File: config.mk
export PLATFORM = sky130hd
export DESIGN_NAME = gpio0_clkout_gen
export DESIGN_NICKNAME = d
export VERILOG_FILES = /design/src/rtl/gpio0_clkout_pkg.sv /design/src/rtl/gpio0_clkout_halfcnt.sv /design/src/rtl/gpio0_clkout_gen.sv
export SDC_FILE = /design/constraint.sdc
export NUM_CORES = 1
export LEC_CHECK = 0
export CAP_MARGIN = 20
export CORE_ASPECT_RATIO = 0.9
export CORE_MARGIN = 5
export CORE_UTILIZATION = 45
export DETAILED_ROUTE_END_ITERATION = 8
export PLACE_DENSITY = 0.73
export SETUP_SLACK_MARGIN = 0.02
export SYNTH_ARGS = -nofsm -noshare
export SYNTH_HDL_FRONTEND = slang
export SYNTH_SLANG_ARGS = --single-unit
File: constraint.sdc
create_clock -name clk -period 4.2 [get_ports clk]
set_clock_uncertainty 0.1 [all_clocks]
set_input_delay 0.84 -clock clk [delete_from_list [all_inputs] [get_ports clk]]
set_output_delay 0.84 -clock clk [all_outputs]
set_load 0.005 [all_outputs]
File: src/rtl/gpio0_clkout_pkg.sv
// gpio0_clkout_pkg: shared FSM encoding and ctrl bit positions for the GPIO0 clock-out generator.
package gpio0_clkout_pkg;
  typedef enum logic [1:0] {IDLE = 2'd0, RUN = 2'd1, BURST = 2'd2, STOP = 2'd3} state_t;
  localparam int CTRL_RUN = 0;
  localparam int CTRL_BURST = 1;
endpackage

File: src/rtl/gpio0_clkout_halfcnt.sv
// gpio0_clkout_halfcnt: half-period counter; div_q is re-sampled only at half boundaries or on load.
module gpio0_clkout_halfcnt #(
  parameter int DIV_W = 16
) (
  input  logic             clk,
  input  logic             reset_n,
  input  logic             load,
  input  logic             en,
  input  logic [DIV_W-1:0] div_half,
  output logic             half_end
);
  logic [DIV_W-1:0] cnt, div_q;
  assign half_end = en && cnt == div_q;
  always_ff @(posedge clk or negedge reset_n)
    if (!reset_n) begin
      cnt   <= '0;
      div_q <= '0;
    end else if (load || half_end) begin
      cnt   <= '0;
      div_q <= div_half;
    end else if (en) begin
      cnt   <= cnt + 1'b1;
    end
endmodule

File: src/rtl/gpio0_clkout_gen.sv
// gpio0_clkout_gen: glitch-free programmable clock on the GPIO0 CLKOUT pins, continuous or burst of N periods.
module gpio0_clkout_gen
  import gpio0_clkout_pkg::*;
#(
  parameter int DIV_W   = 16,
  parameter int BURST_W = 16
) (
  input  logic               clk,
  input  logic               reset_n,
  input  logic [1:0]         ctrl,
  input  logic [DIV_W-1:0]   div_half,
  input  logic [BURST_W-1:0] burst_len,
  output logic [1:0]         clkout,
  output logic               busy,
  output logic               burst_done
);
  state_t state, state_n;
  logic phase, phase_n, ctrl_d, done_n, half_end, low_end, start;
  logic [BURST_W-1:0] rem, rem_n;
  logic [1:0] clkout_n;
  assign start   = state == IDLE && ctrl[CTRL_RUN] && !ctrl_d;
  assign low_end = half_end && !phase;
  gpio0_clkout_halfcnt #(.DIV_W(DIV_W)) u_halfcnt (
    .clk      (clk),
    .reset_n  (reset_n),
    .load     (start),
    .en       (state != IDLE),
    .div_half (div_half),
    .half_end (half_end)
  );
  always_comb begin
    state_n = state;
    phase_n = half_end ? ~phase : phase;
    rem_n   = rem;
    done_n  = 1'b0;
    case (state)
      IDLE:
        if (start) begin
          state_n = ctrl[CTRL_BURST] ? BURST : RUN;
          phase_n = !(ctrl[CTRL_BURST] && burst_len == '0);
          rem_n   = burst_len;
        end
      RUN: state_n = ctrl[CTRL_RUN] ? RUN : STOP;
      BURST:
        // a burst completing on this edge wins over an abort request
        if (rem == '0 || (low_end && rem == BURST_W'(1))) begin
          state_n = IDLE;
          done_n  = 1'b1;
          rem_n   = '0;
        end else begin
          rem_n   = low_end ? rem - 1'b1 : rem;
          state_n = ctrl[CTRL_RUN] ? BURST : STOP;
        end
      STOP: state_n = low_end ? IDLE : STOP;
      default: state_n = IDLE;
    endcase
    if (state_n == IDLE) phase_n = 1'b0;
    // a zero-length burst is active for one cycle but must never drive the pins
    clkout_n = (state_n == IDLE || (state_n == BURST && rem_n == '0)) ? 2'b00 : {~phase_n, phase_n};
  end
  always_ff @(posedge clk or negedge reset_n)
    if (!reset_n) begin
      state      <= IDLE;
      phase      <= 1'b0;
      rem        <= '0;
      ctrl_d     <= 1'b0;
      clkout     <= 2'b00;
      busy       <= 1'b0;
      burst_done <= 1'b0;
    end else begin
      state      <= state_n;
      phase      <= phase_n;
      rem        <= rem_n;
      ctrl_d     <= ctrl[CTRL_RUN];
      clkout     <= clkout_n;
      busy       <= state_n != IDLE;
      burst_done <= done_n;
    end
endmodule

== Word level (Yosys, flattened, before mapping) ==
Index checks and enable logic that the tools add are counted.
Storage, ports and cells
  register bits after elaboration: 56
  memories: 0
  bits in read-only memories: 0
  RAM bits: 0
  output and inout port bits: 4
  input bits: 36
  latch bits: 0
  word-level logic and storage cells: 60
Operators by class
  div/mod/pow operators: 0
  multiply operators: 0
  order comparisons: 0
  eq/ne operators: 6
  reductions and logical operators: 21
  $add $sub $neg: 2
  mux-type cells: 20
  bitwise gates (word level): 2
  shifts and indexed selects: 0
Operator list (number)
  $mux 16: 5
  $logic_not 16->1: 3
  $pmux 16 s2: 1
  $add 16x1->16 const B: 1
  $eq 16x1->1 const B: 1
  $eq 16x16->1: 1
  $sub 16x1->16 const B: 1
  $mux 2: 6
  $pmux 2 s4: 1
  $logic_and 1x1->1: 7
  $mux 1: 7
  $eq 2x2->1 const B: 3
  $reduce_bool 2->1: 3
  $logic_not 2->1: 2
  $logic_not 1->1: 3
  $logic_or 1x1->1: 3
  $eq 2x1->1 const B: 1
  $not 1->1: 2

== Depth between registers and ports, before layout ==
Gate-level depths: netlist of run 1.
  depth after elaboration: 11
  mapped depth: 15
  depth with buffers taken out: 12

== Hierarchy ==
From an unflattened synthesis of run 1, not the netlist that was laid out.
Second synthesis, totals
  cells, all modules: 325
  area, all modules: 3288.2 µm²
Modules (own cells, without submodules)
  gpio0_clkout_gen: cells an instance 187, area an instance 1665.3 µm², seq. area each 600.6 µm², instances 1
  gpio0_clkout_halfcnt: cells an instance 138, area an instance 1622.8 µm², seq. area each 800.8 µm², instances 1

== Least setup slack after synthesis of run 1 ==
No wires, ideal clock.
  kind: register to register
  from: register u_halfcnt.cnt[14]
  to: register clkout[0]
  path slack: 0.908 ns
  data required time: 3.963 ns
  path buffers: 1
  setup time: 0.137 ns
  arrival time: 3.054 ns
  cell stages (with the launch flop): 14
  clock period less this slack: 3.292 ns
  path through: dfrtp_1 > xor2_1 > nor4_1 > nand4_1 > nor4_1 > ha_1 > buf_6 > or3b_1 > o21ai_0 > o31ai_1 > o21ai_0 > or4b_1 > nor4_1 > a21oi_1
On the way
  longest elaborated chain between the ends: 11
  elaborated cells on any way between the ends: 21
  classes of those cells: eq/ne: 2; mux: 11; reduce/logical: 8
Ends and longest elaborated chain
  start, declared: RTL line gpio0_clkout_halfcnt.sv:12  | logic [DIV_W-1:0] cnt, div_q;
  start signal, assigned: RTL line gpio0_clkout_halfcnt.sv:22  | cnt <= cnt + 1'b1;
  $eq 16x16->1 (*): RTL line gpio0_clkout_halfcnt.sv:13  | assign half_end = en && cnt == div_q;
  $logic_and 1x1->1 (*): RTL line gpio0_clkout_halfcnt.sv:13
  $logic_and 1x1->1: RTL line gpio0_clkout_gen.sv:22  | assign low_end = half_end && !phase;
  $logic_and 1x1->1: RTL line gpio0_clkout_gen.sv:46  | if (rem == '0 || (low_end && rem == BURST_W'(1))) begin
  $logic_or 1x1->1: RTL line gpio0_clkout_gen.sv:46
  $mux 16 or $mux 2 (tied branches): RTL line gpio0_clkout_gen.sv:46
  $pmux 16 s2 or $pmux 2 s4 (tied branches): RTL line gpio0_clkout_gen.sv:36  | case (state)
  $logic_not 16->1 or $eq 2x2->1 (tied branches): RTL line gpio0_clkout_gen.sv:59  | clkout_n = (state_n == IDLE || (state_n == BURST && rem_n == '0)) ? 2'b00 : {~phase_n, phase_n};
  $logic_and 1x1->1: RTL line gpio0_clkout_gen.sv:59
  $logic_or 1x1->1: RTL line gpio0_clkout_gen.sv:59
  $mux 2 (*): RTL line gpio0_clkout_gen.sv:59
  net clkout_n[0]: RTL line gpio0_clkout_gen.sv:20  | logic [1:0] clkout_n;
  end signal, assigned: RTL line gpio0_clkout_gen.sv:75  | clkout <= clkout_n;
  end, declared: RTL line gpio0_clkout_gen.sv:13  | output logic [1:0] clkout,
The timed path passes the listed nets; every way through them passes the cells marked *.
A chain may end at the register's enable or synchronous reset.

== Final worst setup path of run 1 ==
  from: register u_halfcnt.cnt[2]
  to: register clkout[1]
On the way
  longest elaborated chain between the ends: 11
  elaborated cells on any way between the ends: 22
  classes of those cells: eq/ne: 2; mux: 11; bitwise: 1; reduce/logical: 8
Ends and longest elaborated chain
  $eq 16x16->1 (*): RTL line gpio0_clkout_halfcnt.sv:13
  $logic_and 1x1->1 (*): RTL line gpio0_clkout_halfcnt.sv:13
  $logic_and 1x1->1 (*): RTL line gpio0_clkout_gen.sv:22
  $logic_and 1x1->1: RTL line gpio0_clkout_gen.sv:46
  $logic_or 1x1->1: RTL line gpio0_clkout_gen.sv:46
  $mux 16 (*): RTL line gpio0_clkout_gen.sv:46
  $pmux 16 s2 (*): RTL line gpio0_clkout_gen.sv:36
  net rem_n[8]: RTL line gpio0_clkout_gen.sv:19  | logic [BURST_W-1:0] rem, rem_n;
  $logic_not 16->1 (*): RTL line gpio0_clkout_gen.sv:59
  $logic_and 1x1->1 (*): RTL line gpio0_clkout_gen.sv:59
  $logic_or 1x1->1 (*): RTL line gpio0_clkout_gen.sv:59
  $mux 2 (*): RTL line gpio0_clkout_gen.sv:59
  net clkout_n[1]: RTL line gpio0_clkout_gen.sv:20
Marked as above.

==> results of run 1 <==
==> cell families after synthesis <==
| logic type | count (synthesis) |
|---|---|
| mux | 23 |
| flops | 56 |
| compound gates | 61 |
| simple gates | 121 |
| xor+xnor | 35 |
| buf+inv | 21 |
| fa+ha+maj | 4 |
==> placed cells by master, fill, tap and decap left out, types with 12 or more instances in the layout <==
cell	instances
sky130_fd_sc_hd__clkdlybuf4s50_1	38
sky130_fd_sc_hd__dfrtp_1	56
sky130_fd_sc_hd__mux2_2	12
sky130_fd_sc_hd__nand2_1	31
sky130_fd_sc_hd__nor2_1	28
sky130_fd_sc_hd__o21ai_0	21
sky130_fd_sc_hd__xnor2_1	21
sky130_fd_sc_hd__xor2_1	14
==> layer usage <==
metal  vias up  wire (µm)
met5         -          0
met4         0        175
met3        20        482
met2       122       3410
met1      1305       3750
li1       1235          -
==> area by class of cell <==
cell class                 count  share of cell area [%]
sequential                    56                    37.0
multi-input combinational    244                    45.3
clock buffer                   6                    1.91
inverter                       8                   0.792
tap                           93                    3.07
timing repair buffer          46                    11.6
clock inverter                 2                   0.429
==> final timing paths <==
kind	start	to	slack, ns	depth (start not counted)
min in group asynchronous	reset_n	rem[0]	0.55	1
worst min register to register	u_halfcnt.div_q[11]	u_halfcnt.div_q[11]	0.41	1
worst max register to register	u_halfcnt.cnt[2]	clkout[1]	0.49	12
max in group asynchronous	reset_n	rem[8]	2.67	2
worst max-delay path	u_halfcnt.cnt[2]	clkout[1]	0.49	12
worst min-delay path	u_halfcnt.div_q[11]	u_halfcnt.div_q[11]	0.41	1
==> metrics by stage <==
stage / util, % / cells / area [µm²]
3_5_place_dp: 52.7 / 447 / 3690
3_3_place_gp: 52.7 / 447 / 3690
4_1_cts: 53.9 / 455 / 3780
6_report: 54.1 / 455 / 3790
5_1_grt: 54.1 / 455 / 3790
2_1_floorplan: - / 321 / 3210
==> sequential cells by signal, summed over array words and instances, names as in the netlist <==
register,cells
rem,16
u_halfcnt.cnt,16
u_halfcnt.div_q,16
clkout,2
state,2
burst_done,1
busy,1
ctrl_d,1
phase,1
==> critical path, delay by kind of cell (launching register included) <==
family	cells	cell delay [ns]
adders and majority gates	1	0.36
xor gates and xnor gates	2	0.31
DFF	1	0.45
AOI/OAI and AO/OA	2	0.20
and+or+nand+nor	7	2.15
==> power groups by stage <==
stage          Sequential (mW)  Combinational [mW]  Clock, mW
3_5_place_dp              1.04                1.10          0
4_1_cts                   1.03                1.11      0.311
6_report                  1.04                1.12      0.303
2_1_floorplan            0.970               0.852          0
3_3_place_gp              1.03                1.09          0
5_1_grt                   1.08                1.23      0.333
==> qor.tcl, run 1 <==
set qor(number_of_nets_still_failing_antenna_checks_after_routing) 0
set qor(first_pass_iters) 5
set qor(layout.area.seq_mm2) 0.00140
set qor(fp.dieArea_mm2) 0.00893
set qor(total_drc_errors_in_the_routed_layout) 0
set qor(route.detailed.vias_per_inst) 5.89
set qor(grt_max_degree) 41
set qor(total_nets_after_synthesis) 361
set qor(core_area_mm2) 0.00700
set qor(synth-adder-area-share_pct) 1.56
set qor(share_of_synthesized_registers_carrying_an_async_set_or_reset_pct) 100
set qor(worst_hold_slack_ns) 0.413
set qor(total_setup_violations_reported_at_the_end_of_the_flow) 0
set qor(ys_seq_elements) 56
set qor(total_power_mw) 2.46
set qor(critical_path.cell_chain) {xor2_1, nor4_1, nand4_1, nor4_2, ha_2, nand2_1, or4_1, xor2_1, o21ai_1, or4b_1, nor4_2, a21oi_1}
set qor(worst_path_max_delay_cell) {sky130_fd_sc_hd__or4b_1}
set qor(multi_input_area_mm2) 0.00172
set qor(grt_first_pass_wirelength_mm) 13.2
set qor(globalRouteMet1Util_pct) 27.0
set qor(post_synthesis_compound_gate_area_fraction_pct) 12.5
set qor(netSwitchingFraction_pct) 42.2
set qor(cts-buffers-inserted) 5
set qor(power-per-cell-area_mw_per_mm2) 649
set qor(synth-main-ff-cell) {sky130_fd_sc_hd__dfrtp_1}
set qor(synth.yosys.seq_area_share_pct) 43.6
set qor(yosysMostFrequentCell) {sky130_fd_sc_hd__dfrtp_1}
set qor(dr.first_iter.drc_count) 202
set qor(max-vdd-ir-drop_mv) 0.268
set qor(critical_path_data_required_time_ns) 4.28
set qor(synthTopCellsByCount) {sky130_fd_sc_hd__dfrtp_1 (56), sky130_fd_sc_hd__nand2_1 (31), sky130_fd_sc_hd__nor2_1 (28), sky130_fd_sc_hd__o21ai_0 (21), sky130_fd_sc_hd__xnor2_1 (21)}
set qor(power.combinational.fraction_pct) 45.5
set qor(postSynthCellCount) 321
set qor(grt_setup_unrepaired) {false}
set qor(synth-warning-count) 0
set qor(clk-insertion-delay-late_ns) 0.31
set qor(setup.worst_path.class) {flop to flop}
set qor(grt_util_met3_pct) 3.56
set qor(synthMuxAreaShare_pct) 7.87
set qor(synth_top_area_cell) {sky130_fd_sc_hd__dfrtp_1}
set qor(grt_antenna_before_repair) 0
set qor(port_buffers) 39
set qor(cts.root.buffer_cell) {sky130_fd_sc_hd__clkbuf_8}
set qor(die_height_um) 90.2
set qor(arrival_ns) 3.79
set qor(max_slew.worst_pin.slew_ns) 0.922
set qor(yosys.area_share.xor_xnor_pct) 9.54
set qor(wl_mm) 7.82
set qor(largest_cells_by_area_after_synthesis) {sky130_fd_sc_hd__dfrtp_1 (44%), sky130_fd_sc_hd__xnor2_1 (5.7%), sky130_fd_sc_hd__mux2_2 (4.2%), sky130_fd_sc_hd__xor2_1 (3.8%), sky130_fd_sc_hd__nand2_1 (3.6%)}
set qor(placement_rows) 29
set qor(post_synthesis_instance_area_mm2) 0.00321
set qor(cts.reportedPaths.clkPinSlew_ns) 0.10
set qor(final_layout_size_suffix_gt1_share_pct) 12.2
set qor(timing_max_transition_violations_final) 0
set qor(num_vias) 2682
set qor(post_cts_resized) 0
set qor(critPathMaxStageDelay_ns) 0.50
set qor(maxClockFrequency_ghz) 0.270
set qor(p_int_mw) 1.42
set qor(cts.path.max_buffers) 2
set qor(via_count_of_the_first_global_routing_pass) 2652
set qor(globalRoute.totalOverflow) 0
set qor(dpl_worst_slack_ns) 0.227
set qor(io-pin-count) 40
set qor(run_status) {finished clean}
set qor(nets) 401
set qor(crit_path_start_kind) {flop}
set qor(area.growth.synth_to_final_pct) 18.0
set qor(grt_use_met2_pct) 26.5
set qor(track_usage_pct) 18.1
set qor(post-synth-top-area-fraction_pct) 43.6
set qor(tritoncts) {built}
set qor(postSynthAreaPerCell_um2) 10.0
set qor(period_needed_ns) 3.71
set qor(power.leakage_nw) 1.51
set qor(seq_power_share_pct) 42.1
set qor(layout_worst_path_cycle_share_pct) 88.3
set qor(synth_simple_gate_area_share_pct) 21.2
set qor(synth-edff-count) 0
set qor(main_combinational_cell_family_by_area_after_synthesis) {simple AND/OR/NAND/NOR gates}
set qor(holdBufCountCts) 0
set qor(timing_hold_violations_final) 0
set qor(maxCapViolations) 0
set qor(global_route.peak_usage_layer) {met1}
set qor(power_switching_mw) 1.04
set qor(post_cts_setup_buffers) 0
set qor(crit_fanout) 10
set qor(routabilityCongestion) 0.916
set qor(numClockSinks) 56
set qor(pwr-share-clk_pct) 12.3
set qor(h_tree_lvls) 2
set qor(antenna-diode-count) 0
set qor(die_width_um) 99.1
set qor(starting_utilization_of_the_core_area_pct) 45.9
set qor(post_synth_num_cell_types) 61
set qor(wl_per_instance_um) 17.2
set qor(final_worst_path_setup_slack_ns) 0.491
set qor(final.fill_count) 628
set qor(half_perimeter_wire_length_of_the_detailed_placement_result_mm) 5.91
set qor(slew-limit-headroom_pct) 38.5
set qor(critical_path.endpoint_type) {flop}
set qor(tns_ns) 0
set qor(min-delay-path-class) {flop to flop}
Power figures use the tool's default switching activity.
==> run 2, diff against run 1 <==
--- a/config.mk
+++ b/config.mk
@@ -8,10 +8,11 @@
 export CAP_MARGIN = 20
 export CORE_ASPECT_RATIO = 0.9
 export CORE_MARGIN = 5
-export CORE_UTILIZATION = 45
+export CORE_UTILIZATION = 29
 export DETAILED_ROUTE_END_ITERATION = 8
-export PLACE_DENSITY = 0.73
+export PLACE_DENSITY = 0.53
 export SETUP_SLACK_MARGIN = 0.02
+export SKIP_CTS_REPAIR_TIMING = 1
 export SYNTH_ARGS = -nofsm -noshare
 export SYNTH_HDL_FRONTEND = slang
 export SYNTH_SLANG_ARGS = --single-unit
==> constraint.sdc (replaced) <==
create_clock -name clk -period 4.2 [get_ports clk]
set_clock_uncertainty 0.1 [all_clocks]
set_input_delay 0.84 -clock clk [delete_from_list [all_inputs] [get_ports clk]]
set_output_delay 0.84 -clock clk [all_outputs]
set_load 0.05 [all_outputs]
==> run 2 against run 1 <==
Effect of this change:
- worst hold slack hardly changed
- critical path type unchanged
- combinational power hardly changed
- largest power group unchanged
- cell count is 13% higher
- first-iteration DRC count is 46% lower
==> qor.tcl, run 2 (synthesis gave the netlist of run 1 again) <==
set qor(run_status) {finished clean} ;# unchanged
set qor(period_needed_ns) 3.67 ;# was 3.71 ns
set qor(timing.rr.start) {u_halfcnt.cnt[2]} ;# unchanged
set qor(area.growth.synth_to_final_pct) 21.4 ;# was 18.0%
set qor(dr.first_iter.drc_count) 110 ;# was 202
set qor(final.fill_count) 1100 ;# was 628
set qor(worst_path_max_delay_cell) {sky130_fd_sc_hd__or4b_1} ;# unchanged
set qor(cts.reportedPaths.clkPinSlew_ns) 0.07 ;# was 0.10 ns
set qor(fp.dieArea_mm2) 0.0133 ;# was 0.00893 mm²
set qor(power-per-cell-area_mw_per_mm2) 665 ;# was 649 mW/mm²
set qor(pwr-share-clk_pct) 15.9 ;# was 12.3%
set qor(nets) 399 ;# was 401
set qor(crit_fanout) 10 ;# unchanged
set qor(number_of_nets_still_failing_antenna_checks_after_routing) 0 ;# unchanged
set qor(detail_route.wirelength.met1_mm) 4.07 ;# was 3.75 mm
set qor(track_usage_pct) 13.1 ;# was 18.1%
set qor(critical_path.endpoint_type) {flop} ;# unchanged
set qor(cts.path.max_buffers) 2 ;# unchanged
set qor(num_vias) 2548 ;# was 2682
set qor(arrival_ns) 3.74 ;# was 3.79 ns
set qor(power.leakage_nw) 1.53 ;# was 1.51 nW
set qor(port_buffers) 39 ;# unchanged
set qor(cts-buffers-inserted) 5 ;# unchanged
set qor(reg2reg_to) {clkout[0]} ;# was clkout[1]
set qor(tns_ns) 0 ;# unchanged
set qor(timing.hold.worst_endpoint) {u_halfcnt.div_q[11]} ;# unchanged
set qor(maxClockFrequency_ghz) 0.272 ;# was 0.270 GHz
set qor(min-delay-path-class) {flop to flop} ;# unchanged
set qor(layout_worst_path_cycle_share_pct) 87.5 ;# was 88.3%
set qor(tritoncts) {built} ;# unchanged
set qor(first_pass_iters) 4 ;# was 5
set qor(hold_start) {u_halfcnt.div_q[11]} ;# unchanged
set qor(total_setup_violations_reported_at_the_end_of_the_flow) 0 ;# unchanged
set qor(worst_hold_path.num_cells) 1 ;# unchanged
set qor(timing_max_transition_violations_final) 0 ;# unchanged
set qor(layout.area.seq_mm2) 0.00140 ;# unchanged
set qor(met2WireLength_mm) 3.49 ;# was 3.41 mm
set qor(reg_top3) {rem (16), u_halfcnt.cnt (16), u_halfcnt.div_q (16)} ;# unchanged
set qor(globalRoute.totalOverflow) 0 ;# unchanged
set qor(cts.root.buffer_cell) {sky130_fd_sc_hd__clkbuf_16} ;# was sky130_fd_sc_hd__clkbuf_8
set qor(seq_power_share_pct) 39.9 ;# was 42.1%
set qor(io-pin-count) 40 ;# unchanged
set qor(antenna-diode-count) 0 ;# unchanged
set qor(h_tree_lvls) 2 ;# unchanged
set qor(max_slew.worst_pin.slew_ns) 0.961 ;# was 0.922 ns
set qor(setup.worst_path.class) {flop to flop} ;# unchanged
set qor(numClockSinks) 56 ;# unchanged
set qor(die_height_um) 110 ;# was 90.2 µm
set qor(placement_rows) 36 ;# was 29
set qor(wl_per_instance_um) 15.9 ;# was 17.2 µm
set qor(layout.cells.most_common_list) {sky130_fd_sc_hd__dfrtp_1 (56), sky130_fd_sc_hd__clkdlybuf4s50_1 (38), sky130_fd_sc_hd__nand2_1 (31)} ;# unchanged
set qor(maxCapViolations) 0 ;# unchanged
set qor(grt_max_degree) 42 ;# was 41
set qor(total_drc_errors_in_the_routed_layout) 0 ;# unchanged
set qor(netSwitchingFraction_pct) 41.3 ;# was 42.2%
set qor(starting_utilization_of_the_core_area_pct) 29.6 ;# was 45.9%
set qor(critical_path.cell_chain) {xor2_1, nor4_1, nand4_1, nor4_1, ha_2, nand2_1, or4_1, xor2_1, o21ai_1, or4b_1, nor4_2, a21oi_1} ;# was xor2_1, nor4_1, nand4_1, nor4_2, ha_2, nand2_1, or4_1, xor2_1, o21ai_1, or4b_1, nor4_2, a21oi_1
set qor(critical_path_data_required_time_ns) 4.26 ;# was 4.28 ns
set qor(grt_first_pass_wirelength_mm) 13.8 ;# was 13.2 mm
set qor(p_int_mw) 1.52 ;# was 1.42 mW
set qor(timing_hold_violations_final) 0 ;# unchanged
set qor(via_count_of_the_first_global_routing_pass) 2547 ;# was 2652
set qor(half_perimeter_wire_length_of_the_detailed_placement_result_mm) 6.15 ;# was 5.91 mm
set qor(final_worst_path_setup_slack_ns) 0.525 ;# was 0.491 ns
set qor(multi_input_area_mm2) 0.00171 ;# was 0.00172 mm²
set qor(crit_path_start_kind) {flop} ;# unchanged
set qor(core_area_mm2) 0.0109 ;# was 0.00700 mm²
set qor(top_layer) {met4} ;# unchanged
set qor(dpl_worst_slack_ns) 0.345 ;# was 0.227 ns
set qor(wl_mm) 8.16 ;# was 7.82 mm
set qor(max-vdd-ir-drop_mv) 0.256 ;# was 0.268 mV
set qor(final_layout_size_suffix_gt1_share_pct) 11.4 ;# was 12.2%
set qor(worst_r2r_path_depth) 12 ;# unchanged
set qor(critPathMaxStageDelay_ns) 0.49 ;# was 0.50 ns
set qor(power_switching_mw) 1.07 ;# was 1.04 mW
set qor(power.combinational.fraction_pct) 44.2 ;# was 45.5%
set qor(met3_length_um) 449 ;# was 482 µm
set qor(route.detailed.vias_per_inst) 4.98 ;# was 5.89
set qor(grt_setup_unrepaired) {false} ;# unchanged
set qor(routabilityCongestion) 0.886 ;# was 0.916
set qor(grt_antenna_before_repair) 0 ;# unchanged
set qor(die_width_um) 121 ;# was 99.1 µm
set qor(regToRegSetupSlack_ns) 0.53 ;# was 0.49 ns
set qor(layout_commonest_cell) {sky130_fd_sc_hd__dfrtp_1} ;# unchanged
set qor(clk-insertion-delay-late_ns) 0.29 ;# was 0.31 ns
set qor(slew-limit-headroom_pct) 35.9 ;# was 38.5%
[run 2: cell types whose count changed in the layout (fill, tap and decap cells not counted)]
cell and delta:
sky130_fd_sc_hd__buf_4 -2, sky130_fd_sc_hd__clkbuf_16 +5, sky130_fd_sc_hd__nor4_1 +1, sky130_fd_sc_hd__clkbuf_8 -5
sky130_fd_sc_hd__nor4_2 -1
[run 2: final cells by class]
| cell class | count | area share (%) |
|---|---|---|
| well taps | 152 | 4.88 |
| repair buffers | 44 | 10.8 |
| inverters | 8 | 0.770 |
| flip-flops and latches | 56 | 35.9 |
| clock buffers | 6 | 3.30 |
| multi-input cells | 244 | 43.9 |
| clock inverters | 2 | 0.417 |
[run 2: worst max-delay path, delay by kind of cell, from the launching register on]
kind / cells / cell delay (ns)
AND/OR/NAND/NOR: 7 / 2.10
flip-flops: 1 / 0.44
adder cells (fa/ha/maj): 1 / 0.38
XOR/XNOR: 2 / 0.33
AO/OA/AOI/OAI: 2 / 0.20
[run 2: per-stage QoR]
| stage | cells | hold WS [ns] | power [mW] | util [%] | cell area (µm²) |
|---|---|---|---|---|---|
| 6_report | 512 | 0.412 | 2.59 | 35.9 | 3900 |
| 5_1_grt | 512 | 0.439 | 2.82 | 35.9 | 3900 |
| 4_1_cts | 512 | 0.418 | 2.61 | 35.8 | 3890 |
| 3_5_place_dp | 504 | 0.402 | 2.18 | 34.5 | 3750 |
| 3_3_place_gp | 504 | 0.399 | 2.17 | 34.5 | 3750 |
| 2_1_floorplan | 321 | 0.379 | 1.86 | - | 3210 |
[run 2: how the worst max path moves through the flow]
stage / from / to / slack (ns) / cells after the start
floorplan: u_halfcnt.cnt[14] / clkout[0] / 0.91 / 13
global placement: u_halfcnt.cnt[14] / clkout[0] / 0.47 / 12
detailed placement: u_halfcnt.cnt[2] / clkout[1] / 0.35 / 12
CTS: u_halfcnt.cnt[2] / clkout[0] / 0.31 / 12
global route: u_halfcnt.cnt[14] / clkout[0] / 0.11 / 12
finish: u_halfcnt.cnt[2] / clkout[0] / 0.53 / 12
[run 2: routing by layer]
metal  track usage, %  vias up
met3             2.26        9
li1                 -     1240
met1             20.0     1234
met5                0        -
met4             3.88        0
met2             18.7       65
[run 2: power by group through the flow]
stage | Sequential [mW] | Combinational [mW] | Clock [mW]
4_1_cts | 1.03 | 1.14 | 0.430
3_3_place_gp | 1.04 | 1.13 | 0
6_report | 1.03 | 1.15 | 0.413
3_5_place_dp | 1.04 | 1.14 | 0
2_1_floorplan | 1.00 | 0.852 | 0
5_1_grt | 1.08 | 1.29 | 0.455
